$ cat config.mk
export PLATFORM = sky130hd
export DESIGN_NAME = gpio_irq_ctrl
export DESIGN_NICKNAME = d
export VERILOG_FILES = /design/src/rtl/gpio_irq_pkg.sv /design/src/rtl/gpio_irq_edge_unit.sv /design/src/rtl/gpio_irq_ctrl.sv
export SDC_FILE = /design/constraint.sdc
export NUM_CORES = 1
export LEC_CHECK = 0
export ABC_AREA = 1
export BUFFER_PORTS_ARGS = -buffer_cell sky130_fd_sc_hd__buf_2
export CAP_MARGIN = 20
export CORE_AREA = 2 2 85 46
export CTS_BUF_LIST = sky130_fd_sc_hd__clkbuf_8 sky130_fd_sc_hd__clkbuf_16
export DETAILED_ROUTE_END_ITERATION = 10
export DIE_AREA = 0 0 87 48
export PLACE_DENSITY = 0.7
export SLEW_MARGIN = 20
export SYNTH_ARGS = -nofsm -noshare
export SYNTH_HDL_FRONTEND = slang
export SYNTH_SLANG_ARGS = --single-unit
$ cat constraint.sdc
create_clock -name clk -period 2.8 [get_ports clk]
set_input_delay 0.14 -clock clk [delete_from_list [all_inputs] [get_ports clk]]
set_output_delay 0.14 -clock clk [all_outputs]
set_load 0.05 [all_outputs]
$ cat src/rtl/gpio_irq_pkg.sv
// gpio_irq_pkg: shared types and helpers for the GPIO interrupt controller.
// GPIO_IRQ_SYNC_EN adds an input synchronizer and lengthens the priming window.
package gpio_irq_pkg;
   typedef enum logic [1:0] {
      MODE_OFF  = 2'd0,
      MODE_RISE = 2'd1,
      MODE_FALL = 2'd2,
      MODE_BOTH = 2'd3
   } edge_mode_t;

   typedef enum logic {
      ST_IDLE    = 1'b0,
      ST_PRESENT = 1'b1
   } arb_state_t;

`ifdef GPIO_IRQ_SYNC_EN
   localparam int PRIME_CYC = 4;
`else
   localparam int PRIME_CYC = 2;
`endif

   function automatic logic [4:0] lowest_set_idx(input logic [31:0] v);
      lowest_set_idx = '0;
      for (int i = 31; i >= 0; i--)
         if (v[i]) lowest_set_idx = 5'(i);
   endfunction
endpackage

$ cat src/rtl/gpio_irq_edge_unit.sv
// gpio_irq_edge_unit: per-line sampler and mode-selected edge detector.
// GPIO_IRQ_SYNC_EN inserts a 2-flop synchronizer ahead of the sample stage.
module gpio_irq_edge_unit
   import gpio_irq_pkg::*;
(
   input  logic       clk,
   input  logic       reset,
   input  logic       line,
   input  edge_mode_t mode,
   input  logic       primed,
   output logic       det
);
   logic src, in_q, prev_q;
`ifdef GPIO_IRQ_SYNC_EN
   logic [1:0] sync_q;
   always_ff @(posedge clk)
      if (reset) sync_q <= '0;
      else sync_q <= {sync_q[0], line};
   assign src = sync_q[1];
`else
   assign src = line;
`endif
   always_ff @(posedge clk)
      if (reset) begin
         in_q   <= 1'b0;
         prev_q <= 1'b0;
      end else begin
         in_q   <= src;
         prev_q <= in_q;
      end
   assign det = primed & (((mode == MODE_RISE || mode == MODE_BOTH) & in_q & ~prev_q) |
                          ((mode == MODE_FALL || mode == MODE_BOTH) & ~in_q & prev_q));
endmodule

$ cat src/rtl/gpio_irq_ctrl.sv
// gpio_irq_ctrl: sticky per-line pending bits with a lowest-index-first claim arbiter.
// GPIO_IRQ_SYNC_EN (see gpio_irq_pkg) enables input synchronizers.
module gpio_irq_ctrl
   import gpio_irq_pkg::*;
#(
   parameter  int NUM_LINES = 8,
   localparam int ID_W      = NUM_LINES > 1 ? $clog2(NUM_LINES) : 1
) (
   input  logic                   clk,
   input  logic                   reset,
   input  logic [NUM_LINES-1:0]   lines_i,
   input  logic [2*NUM_LINES-1:0] mode_i,
   output logic                   irq_valid_o,
   output logic [ID_W-1:0]        irq_id_o,
   input  logic                   irq_ready_i,
   output logic                   irq_o,
   output logic [NUM_LINES-1:0]   pending_o
);
   logic [NUM_LINES-1:0] det, pend_nxt;
   logic [2:0]           prime_cnt;
   logic                 primed, hs;
   arb_state_t           state, state_nxt;
   logic [ID_W-1:0]      id_nxt;

   // Edges are ignored until the sample pipeline has been refilled after reset.
   always_ff @(posedge clk)
      if (reset) prime_cnt <= '0;
      else if (!primed) prime_cnt <= prime_cnt + 3'd1;
   assign primed = prime_cnt == 3'(PRIME_CYC);

   for (genvar g = 0; g < NUM_LINES; g++) begin : g_line
      gpio_irq_edge_unit u_edge (
         .clk    (clk),
         .reset  (reset),
         .line   (lines_i[g]),
         .mode   (edge_mode_t'(mode_i[2*g +: 2])),
         .primed (primed),
         .det    (det[g])
      );
   end

   assign hs          = irq_valid_o & irq_ready_i;
   assign irq_valid_o = state == ST_PRESENT;

   always_comb begin
      pend_nxt = pending_o;
      for (int i = 0; i < NUM_LINES; i++)
         pend_nxt[i] = (mode_i[2*i +: 2] == MODE_OFF)     ? 1'b0 :
                       det[i]                             ? 1'b1 :
                       (hs && int'(irq_id_o) == i)        ? 1'b0 : pending_o[i];
   end

   // A presented line whose pending bit is about to vanish (mode OFF) is withdrawn.
   always_comb begin
      state_nxt = state;
      id_nxt    = irq_id_o;
      if (state == ST_IDLE) begin
         if (|pending_o) begin
            state_nxt = ST_PRESENT;
            id_nxt    = ID_W'(lowest_set_idx(32'(pending_o)));
         end
      end else if (hs || !pend_nxt[irq_id_o]) begin
         state_nxt = ST_IDLE;
      end
   end

   always_ff @(posedge clk)
      if (reset) begin
         pending_o <= '0;
         irq_o     <= 1'b0;
         state     <= ST_IDLE;
         irq_id_o  <= '0;
      end else begin
         pending_o <= pend_nxt;
         irq_o     <= |pending_o;
         state     <= state_nxt;
         irq_id_o  <= id_nxt;
      end
endmodule

==> flow_metrics.py <==
metrics = {
    "timing": {
        "period_needed_ns": 1.43,
        "max_freq_mhz": 702,
        "final_hold_viol_count": 0,
        "slew_violations": 0,
        "worstMarginPinSlew_ns": 0.545,
        "relSlewSlack": 0.636,
        "setup_viol": 0,
        "fin_skew_ns": 0.00637,
        "fin_crit_sh": 0.509,
        "rsz0062_at_grt": "false",
        "tns_ns": 0,
    },
    "floorplan": {
        "ioPinCount": 40,
        "dieArea_um2": 4180,
        "die_y_um": 48,
        "rows": 15,
        "die_w_um": 87,
        "core_um2": 3360,
        "initial_core_util": 0.440,
    },
    "worst_hold_path": {
        "hp-class": "input pin to register",
        "min_from": "lines_i[7]",
    },
    "logic_synthesis": {
        "synth_top_family_by_area": "simple AND/OR/NAND/NOR gates",
        "ys_ff_latch": 32,
        "synth_edf_count": 0,
        "yosys-top-cells-area": "dfxtp_1 (43%), nand2_1 (14%), nor2_1 (11%)",
        "synth_cell_type_count": 19,
        "yosysWarnings": 0,
        "ys_seq_area_frac": 0.434,
        "synth_top_flop_cell": "dfxtp_1",
        "syn_avg_cell_area_um2": 6.54,
        "synth-simple-area-share": 0.343,
        "synth.largest_area_cell": "dfxtp_1",
        "muxShareOfSynthArea": 0,
        "async_flop_share": 0,
        "syn_area_um2": 1480,
        "syn_inst": 226,
        "synth_compound_area_frac": 0.0855,
        "synthXorXnorAreaFrac": 0.00593,
        "synthesis.nets": 255,
        "synth_top_area_frac": 0.434,
        "synth_adder_area_share": 0.0169,
    },
    "place": {
        "placed_cells": 304,
        "gp_congestion": 0.901,
        "portBuffers": 39,
        "dp_hpwl_mm": 2.53,
    },
    "clocking": {
        "htreeDepth": 2,
        "clk_pin_slew_ns": 0.07,
        "cts_hold_buf": 0,
        "root_buffer": "clkbuf_8",
        "clk_path_buf_depth": 2,
        "cts.sinks": 32,
        "clock_latency_ns": 0.29,
        "post_cts_buffers": 0,
        "cts_tree": "yes",
        "cts_buffers": 5,
        "cts_resized": 0,
    },
    "layout": {
        "layout-drive-gt1-share": 0.185,
        "layout_commonest_cell": "nand2_1",
        "num_antenna_cells": 0,
        "areaGrowthSynthToFinish_pct": 22.2,
        "fill_cells": 337,
        "final_cells": 312,
        "final_util": 0.537,
        "fin_nets": 298,
        "final_cell_mix": "nand2_1 (55), nor2_1 (43), inv_1 (42)",
    },
    "critical_path": {
        "required_ns": 3.03,
        "startpoint": "prime_cnt[0]",
        "cp.arrival_ns": 1.65,
        "worstSetupEndpointType": "register",
        "crit_fanout": 10,
        "start_kind": "register",
        "rr_startpoint": "prime_cnt[0]",
        "crit_type": "register to register",
    },
    "drt": {
        "drc": 0,
        "drt-wirelength-per-cell_um": 10.7,
        "wirelength_mm": 3.35,
        "drtPass1Iterations": 4,
        "ant_nets": 0,
        "vias_per_cell": 4.71,
        "dr.first_iter.drc_count": 86,
        "num_vias": 1468,
    },
    "power": {
        "p_comb_frac": 0.344,
        "p_per_area_nw_per_um2": 793,
        "ir_drop_mv": 0.252,
        "p_sw_w": 0.000571,
        "power.share.clock": 0.258,
        "seq_power_share": 0.399,
        "leakage_nw": 0.899,
        "p_sw_frac": 0.399,
        "power.internal_w": 0.000861,
    },
    "status": {
        "status": "finished clean",
    },
    "grt": {
        "grt_pass1_vias": 1343,
        "antenna_found_initial": 0,
        "overflow": 0,
        "grt_pass1_wl_mm": 5.51,
        "grt_usage": 0.176,
        "grt_max_degree": 30,
    },
    "run": {
        "cap_violations": 0,
    },
}
through the flow:
stage / hold WS, ns / worst slack (ns) / area (um2) / total power (W)
2_1_floorplan: 0.247 / 1.27 / 1480 / 0.000946
3_3_place_gp: 0.341 / 1.45 / 1710 / 0.00106
3_5_place_dp: 0.347 / 1.39 / 1710 / 0.00107
4_1_cts: 0.0452 / 1.37 / 1810 / 0.00144
5_1_grt: 0.0652 / 1.20 / 1810 / 0.00153
6_report: 0.0456 / 1.37 / 1810 / 0.00143
path summary, 6_finish.rpt:
check	to	slack [ns]	cells past startpoint
setup / recovery	irq_valid_o	1.37	10
hold / removal	g_line[7].u_edge.in_q	0.05	3
setup reg to reg	irq_valid_o	1.37	10
hold reg to reg	g_line[7].u_edge.prev_q	0.43	2
final cells by class:
class | count | area (um2) | share of cell area
Inverter | 42 | 158 | 0.0873
Multi-Input combinational cell | 149 | 667 | 0.369
Timing Repair Buffer | 39 | 195 | 0.108
Clock inverter | 2 | 10.0 | 0.00554
Clock buffer | 6 | 82.6 | 0.0457
Tap cell | 42 | 52.6 | 0.0291
Sequential cell | 32 | 641 | 0.355
cell usage after synthesis (all sizes together) (2+ instances only):
cell   number
a21oi      14
ha          2
o21ai       9
nand2      55
dfxtp      32
nand3      17
nand4       2
nor3        3
nor2       45
buf         2
inv        42
flip-flops by register name (all words and copies together) (netlist names):
| signal | count |
|---|---|
| g_line.u_edge.in_q | 8 |
| g_line.u_edge.prev_q | 8 |
| pending_o | 8 |
| irq_id_o | 3 |
| prime_cnt | 3 |
| irq_o | 1 |
| irq_valid_o | 1 |
per-layer routing:
layer	GRT usage	routed length, um	vias to the layer above
met1	0.213	1600	652
met2	0.308	1510	36
met3	0.0483	201	5
met4	0.0781	36	0
li1	-	-	775
met5	0	0	-
worst max-delay path, stage by stage, from the launching register on:
cell	delay, ns
dfxtp_1	0.33
inv_1	0.06
ha_1	0.13
inv_1	0.08
nor2_8	0.18
nand3_1	0.14
nand3_1	0.10
nand2_1	0.05
o21ai_1	0.12
nand2_1	0.07
a21oi_2	0.10
power by group through the flow:
| stage | Sequential [W] | Clock, W | Combinational (W) |
|---|---|---|---|
| 4_1_cts | 0.000571 | 0.000375 | 0.000492 |
| 3_5_place_dp | 0.000580 | 0 | 0.000491 |
| 5_1_grt | 0.000579 | 0.000395 | 0.000554 |
| 3_3_place_gp | 0.000578 | 0 | 0.000480 |
| 6_report | 0.000571 | 0.000369 | 0.000493 |
| 2_1_floorplan | 0.000690 | 0 | 0.000256 |
cell families (layout without fill, tap and decap cells):
group,count (synthesis),after routing
AND/OR/NAND/NOR,122,122
XOR/XNOR,1,1
AO/OA/AOI/OAI,24,24
flip-flops,32,32
buffers and inverters,45,89
adder cells (fa/ha/maj),2,2
(Power assumes the default switching activity.)
